==> src/rtl/ptw_fetch_arbiter.sv <==
// rtl/ptw_fetch_arbiter.sv - round-robin PTE fetch engine serialising MMU channels onto one memory read port
module ptw_fetch_arbiter #(
    parameter int NUM_REQ    = 2,
    parameter int ADDR_W     = 32,
    parameter int PTE_BYTES  = 4,
    parameter int BEAT_BYTES = 1,
    parameter int TIMEOUT    = 255
) (
    input  logic                        clk,
    input  logic                        rst,
    input  logic [NUM_REQ-1:0]          req_valid,
    input  logic [NUM_REQ*ADDR_W-1:0]   req_addr,
    input  logic                        flush,
    output logic [NUM_REQ-1:0]          resp_valid,
    output logic                        resp_err,
    output logic [PTE_BYTES*8-1:0]      resp_data,
    output logic                        busy,
    output logic                        mem_req,
    output logic [ADDR_W-1:0]           mem_addr,
    input  logic                        mem_rvalid,
    input  logic [BEAT_BYTES*8-1:0]     mem_rdata
);
    localparam int NBEATS = PTE_BYTES / BEAT_BYTES;
    localparam int PTE_W  = PTE_BYTES * 8;
    localparam int BEAT_W = BEAT_BYTES * 8;
    localparam int CW     = (NBEATS > 1) ? $clog2(NBEATS) : 1;
    localparam int IW     = (NUM_REQ > 1) ? $clog2(NUM_REQ) : 1;
    localparam logic [CW-1:0] LAST_BEAT = CW'(NBEATS - 1);
    localparam logic [15:0]   TMO_LAST  = 16'(TIMEOUT - 1);

    typedef enum logic [2:0] {S_IDLE, S_BEAT, S_DONE, S_DRAIN, S_HOLD} state_t;

    state_t            state;
    logic [IW-1:0]     grant;
    logic [IW-1:0]     rr_ptr;
    logic [CW-1:0]     beat;
    logic [15:0]       tmo;
    logic [PTE_W-1:0]  pte_buf;
    logic              err;
    logic [IW-1:0]     arb_idx;
    logic [IW-1:0]     cand;

    // Scan from farthest to nearest so the first valid channel after rr_ptr wins.
    always_comb begin
        arb_idx = rr_ptr;
        cand    = rr_ptr;
        for (int k = NUM_REQ; k >= 1; k--) begin
            cand = IW'((int'(rr_ptr) + k) % NUM_REQ);
            if (req_valid[cand]) begin
                arb_idx = cand;
            end
        end
    end

    assign busy = (state != S_IDLE);

    always_ff @(posedge clk or negedge rst) begin
        if (!rst) begin
            state      <= S_IDLE;
            grant      <= '0;
            rr_ptr     <= IW'(NUM_REQ - 1);
            beat       <= '0;
            tmo        <= '0;
            pte_buf    <= '0;
            err        <= 1'b0;
            resp_valid <= '0;
            resp_err   <= 1'b0;
            resp_data  <= '0;
            mem_req    <= 1'b0;
            mem_addr   <= '0;
        end else begin
            resp_valid <= '0;
            resp_err   <= 1'b0;
            case (state)
                S_IDLE: begin
                    if ((|req_valid) && !flush) begin
                        grant    <= arb_idx;
                        mem_addr <= req_addr[arb_idx*ADDR_W +: ADDR_W];
                        beat     <= '0;
                        tmo      <= '0;
                        pte_buf  <= '0;
                        err      <= 1'b0;
                        mem_req  <= 1'b1;
                        state    <= S_BEAT;
                    end
                end
                S_BEAT: begin
                    if (flush) begin
                        // A beat arriving with the flush is consumed, so nothing is left to drain.
                        mem_req <= 1'b0;
                        tmo     <= '0;
                        state   <= mem_rvalid ? S_IDLE : S_DRAIN;
                    end else if (mem_rvalid) begin
                        pte_buf[beat*BEAT_W +: BEAT_W] <= mem_rdata;
                        tmo <= '0;
                        if (beat == LAST_BEAT) begin
                            mem_req <= 1'b0;
                            state   <= S_DONE;
                        end else begin
                            beat     <= beat + CW'(1);
                            mem_addr <= mem_addr + ADDR_W'(BEAT_BYTES);
                        end
                    end else if (tmo == TMO_LAST) begin
                        pte_buf <= '0;
                        err     <= 1'b1;
                        mem_req <= 1'b0;
                        state   <= S_DONE;
                    end else begin
                        tmo <= tmo + 16'd1;
                    end
                end
                S_DONE: begin
                    resp_valid <= NUM_REQ'(1) << grant;
                    resp_data  <= pte_buf;
                    resp_err   <= err;
                    rr_ptr     <= grant;
                    state      <= S_HOLD;
                end
                S_HOLD: begin
                    state <= S_IDLE;
                end
                S_DRAIN: begin
                    if (mem_rvalid || (tmo == TMO_LAST)) begin
                        state <= S_IDLE;
                    end else begin
                        tmo <= tmo + 16'd1;
                    end
                end
                default: state <= S_IDLE;
            endcase
        end
    end
endmodule

==> config.mk <==
export PLATFORM = sky130hd
export DESIGN_NAME = ptw_fetch_arbiter
export DESIGN_NICKNAME = d
export VERILOG_FILES = /design/src/rtl/ptw_fetch_arbiter.sv
export SDC_FILE = /design/constraint.sdc
export NUM_CORES = 1
export LEC_CHECK = 0
export CAP_MARGIN = 20
export CORE_MARGIN = 1.5
export CORE_UTILIZATION = 55
export DETAILED_ROUTE_END_ITERATION = 8
export PLACE_DENSITY_LB_ADDON = 0.15
export SYNTH_ARGS = -nofsm -noshare
export SYNTH_HDL_FRONTEND = slang
export SYNTH_SLANG_ARGS = --single-unit
==> constraint.sdc <==
create_clock -name clk -period 5.5 [get_ports clk]
set_input_delay 0.825 -clock clk [delete_from_list [all_inputs] [get_ports clk]]
set_output_delay 0.825 -clock clk [all_outputs]
set_load 0.1 [all_outputs]
# Yosys cells after proc, flatten, opt, wreduce, memory -nomap -nowiden

Cells that the tools add are included.

Flip-flop bits (word level): 124
Latch bits: 0
Bits in writable memories: 0
ROM bits: 0
Input bits: 78
Output and inout bits: 69
Logic and storage cells: 105
Memories: 0

Add/sub/neg operators: 6
Multipliers: 0
Div/mod/pow operators: 0
$lt $le $gt $ge: 2
Equal/unequal tests: 17
Shifts and indexed selects: 4
Muxes and demuxes: 49
Bitwise operators: 0
Reduce and logical (&&, ||, !) cells: 15

Operators with widths:

| operator                                                                      | number |
|---|---|
| 32-bit two-way mux                                                            | 8 |
| 32-bit one-hot mux with 2 select lines                                        | 2 |
| 16-bit two-way mux                                                            | 5 |
| 64-bit by 7-bit indexed part select with 32-bit output                        | 1 |
| 16-bit one-hot mux with 3 select lines                                        | 1 |
| 5-bit negator with 34-bit output                                              | 1 |
| 8-bit by 34-bit variable shift with 32-bit output (first input constant)      | 1 |
| 8-bit by 34-bit indexed part select with 32-bit output                        | 1 |
| 32-bit by 1-bit adder with 32-bit output (second input constant)              | 1 |
| 32-bit bitwise mux                                                            | 1 |
| 3-bit two-way mux                                                             | 6 |
| 16-bit by 1-bit adder with 16-bit output (second input constant)              | 1 |
| 16-bit by 8-bit equality test with 1-bit output (second input constant)       | 1 |
| 1-bit two-way mux                                                             | 16 |
| 2-bit inequality test (second input constant)                                 | 8 |
| 4-bit AND reduction                                                           | 4 |
| 2-bit two-way mux                                                             | 6 |
| 4-bit inequality test (second input constant)                                 | 3 |
| 3-bit one-hot mux with 4 select lines                                         | 1 |
| 5-bit AND reduction                                                           | 2 |
| 3-bit by 2-bit equality test with 1-bit output (second input constant)        | 2 |
| 3-bit nonzero test                                                            | 2 |
| 1-bit by 2-bit less-than comparator with 1-bit output (second input constant) | 2 |
| 1-bit one-hot mux with 2 select lines                                         | 2 |
| 14 further kinds                                                              | 15 |

# Logic depth before layout (Yosys ltp)

Depth in word-level cells: 8
Gate-level depth with buffers: 9
Gate-level depth less buffers: 7

# Worst setup path after synthesis

OpenSTA, ideal clock, no wires.

Path kind: register to register
Start point: register mem_addr[0]
End point: register mem_addr[26]
Library setup time: 0.104 ns
Data arrival time: 2.708 ns
Required time: 5.396 ns
Setup slack: 2.688 ns
Cell stages (with the launch flop): 8
Buffers on the path: 1
Clock period less this slack: 2.812 ns
Cell sequence: dfrtp_1 -> ha_1 -> nand4_2 -> or3_1 -> buf_2 -> or3_4 -> or3_1 -> o311ai_1

Word-level cells in the longest chain between the ends: 5

Ends and longest elaborated chain:

| what                                     | RTL line | source |
|---|---|---|
| start, declared                          | 19       | `output logic [ADDR_W-1:0] mem_addr,` |
| start signal, assigned                   | 78       | `mem_addr <= req_addr[arb_idx*ADDR_W +: ADDR_W];` |
| start signal, assigned                   | 101      | `mem_addr <= mem_addr + ADDR_W'(BEAT_BYTES);` |
| 32-bit by 1-bit adder with 32-bit output | 101      |  |
| 32-bit two-way mux                       | 96       | `if (beat == LAST_BEAT) begin` |
| 32-bit two-way mux                       | 93       | `end else if (mem_rvalid) begin` |
| 32-bit two-way mux                       | 88       | `if (flush) begin` |
| 32-bit one-hot mux with 2 select lines   | 74       | `case (state)` |

No other way between the ends. The select of a mux whose other input is x is not followed.
A chain may end at the register's enable or synchronous reset.

# Worst setup path after layout

Start point: register state[1]
End point: output port busy

Word-level cells in the longest chain between the ends: 1

Ends and longest elaborated chain:

| what                   | RTL line | source |
|---|---|---|
| start, declared        | 33       | `state_t state;` |
| start signal, assigned | 92       | `state <= mem_rvalid ? S_IDLE : S_DRAIN;` |
| 3-bit nonzero test     | 55       | `assign busy = (state != S_IDLE);` |
| end, declared          | 17       | `output logic busy,` |

No other way between the ends.

==> key figures <==
Run status
  – Status: finished clean

Timing
  – Hold Violations, Final: 0
  – RSZ-0062 raised after global routing: false
  – Highest clock rate: 317.0 MHz
  – Tightest Pin Transition: 1.043 ns
  – Min Clock Period, post-route: 3.155 ns
  – Min Hold Slack: 0.5022 ns
  – Setup TNS: 0 ns
  – Tcrit/Tclk final: 57.36%
  – Rel. slew slack: 30.22%
  – Final setup vio count: 0
  – Max-slew violation count: 0
  – Worst Skew: 0.008016 ns

Critical path
  – Reg-to-Reg Start: state[1]
  – CP required: 4.68 ns
  – Crit-path max FO: 11
  – CP Capture Point: busy
  – R2R setup slack: 2.63 ns
  – FF-to-FF End: tmo[1]
  – CP Class: reg2out
  – CP endpoint kind: primary output
  – Critical path arrival: 2.33 ns
  – Reg2reg path depth: 5
  – CP Launch Type: flip-flop
  – Crit path from: state[1]

Drt
  – Vias: 5780
  – Vias per cell: 6.262
  – DRT iter0 DRCs: 493
  – Routed length per instance: 19.18 microns
  – Routed WL: 17.70 mm
  – Final ANT Viol Nets: 0
  – DRC errors left: 0
  – Pre-antenna DRT Iters: 6

Yosys
  – Syn Inst Count: 628
  – Seq cells post-synth: 124
  – Synth top area cells: dfrtp_1, mux2_2, mux2i_1
  – Async SR Flop Fraction: 100.0%
  – Post-synth top flop: dfrtp_1
  – Synth unique cells: 74
  – Sequential share of the synthesized area: 47.72%
  – Synth warnings: 0
  – Syn_nets: 713
  – Most frequent cell after synthesis: dfrtp_1
  – Cell taking the most area after synthesis: dfrtp_1
  – Top cell type's share of synthesized area: 47.32%
  – Synth cell count leaders: dfrtp_1, nand2_1, mux2_2, mux2i_1, a21oi_1
  – Syn Area/Cell: 10.36 sq um
  – Post-Syn Area: 6505 sq um
  – EDFF count, synth: 0

Clock network
  – Post-cts gate resize count: 0
  – Postcts setup bufs: 0
  – Clock root cell: clkbuf_16
  – Hold buffers post-CTS: 0
  – Clock slew at reported path FFs: 0.06 ns
  – CTS buffer count: 17
  – CTS Buffer Depth: 2
  – Sink Count: 124
  – Clock Latency Late Sink: 0.42 ns
  – H-tree levels: 4
  – TritonCTS clock tree: yes

GRT
  – Vias in the first global route: 5628
  – GRT overflow: 0
  – Initial antenna violation count: 0
  – GRT Resource Usage Total: 28.85%
  – First-pass GRT wire length: 28.50 mm
  – Largest net degree at the start of global routing: 73

Worst hold path
  – Hold depth: 1
  – Hold WC Path Type: reg2reg

Power and ir drop
  – VDD IR max: 0.4959 mV
  – Overall Power: 0.005366 W
  – Leak: 3.669 nW
  – Power density over the cells: 619.9 nW/um^2

Die
  – Row count: 39
  – Die area: 12490 sq um
  – Core ar.: 11470 sq um
  – Initial Util: 56.73%
  – # IOs: 147
  – Die Span Y: 111.8 microns
  – Die W: 111.8 microns

Place
  – Placed cell count: 891
  – HPWL after DPL: 12.23 mm
  – Port-buffer cells: 146
  – Placer Congestion: 0.8074

Finish
  – Layout cell share with drive strength beyond 1: 12.82%
  – Non-Filler Instances: 923
  – NumNets Final: 852
  – Number of diodes: 0
  – Area grow syn2layout: 33.06%

Job
  – MaxCap Viol Count: 0
worst max-delay path, stage by stage, from the launching register on:
cell and delay, ns:
dfrtp_1 0.51, or3_1 0.43, clkdlybuf4s50_1 0.98
logic make-up (layout without fill, tap and decap cells):
group | after synthesis | in the layout | synth area share [%]
xor gates and xnor gates | 1 | 1 | 0.1347
and+or+nand+nor | 210 | 210 | 17.58
muxes | 80 | 80 | 13.12
DFF | 124 | 124 | 47.72
AOI/OAI and AO/OA | 145 | 145 | 15.79
adders and majority gates | 7 | 7 | 1.346
buffers and inverters | 61 | 213 | 4.309
state kept, by name, summed over array words and instances (netlist names):
signal and count:
beat 2, err 1, grant 1, mem_addr 32
mem_req 1, pte_buf 32, resp_data 32, resp_err 1
resp_valid 2, rr_ptr 1, state 3, tmo 16
worst min path at each step:
stage                      start            end  slack, ns
finish              resp_data[3]   resp_data[3]       0.50
floorplan                  grant  resp_valid[0]       0.43
global route        resp_data[3]   resp_data[3]       0.52
CTS                  pte_buf[16]    pte_buf[16]       0.50
global placement      pte_buf[4]     pte_buf[4]       0.49
detailed placement    pte_buf[0]     pte_buf[0]       0.49
report_power, final:
| group | internal (W) | total [W] | leakage [nW] | switching, W |
|---|---|---|---|---|
| registers | 0.00113 | 0.00139 | 1.63 | 0.000260 |
| logic | 0.000779 | 0.00283 | 1.74 | 0.00205 |
| clock network | 0.000725 | 0.00114 | 0.296 | 0.000419 |
metrics by stage:
step	util, %	worst slack, ns	instance area (sq um)
2_1_floorplan	-	2.688	6505
3_3_place_gp	70.18	2.111	8048
3_5_place_dp	70.18	1.977	8048
4_1_cts	75.48	2.349	8656
5_1_grt	75.48	2.261	8656
6_report	75.48	2.345	8656
per-layer routing:
layer,track usage (%),vias up,wire [microns]
met1,35.59,2815,6972
met3,6.042,42,1256
met4,10.30,0,477
met5,0,-,0
li1,-,2635,-
met2,50.20,288,8993
layout by cell type, fill, tap and decap left out, drive strengths merged, types with 18 or more instances in the layout:
cell | netlist | layout
mux2i | 38 | 38
inv | 27 | 29
nand3 | 23 | 23
a21oi | 37 | 37
dfrtp | 123 | 123
clkbuf | 16 | 18
nor2 | 36 | 36
mux2 | 42 | 42
clkdlybuf4s50 | 0 | 145
nand2 | 52 | 52
layout make-up:
class                   instances  area [sq um]
multi-input cells             443          3144
flip-flops and latches        124          3104
fillers                       780          2811
repair buffers                154          1519
clock buffers                  18         439.2
well taps                     143         178.9
clock inverters                14         168.9
inverters                      27         101.3
(Power assumes the default switching activity.)
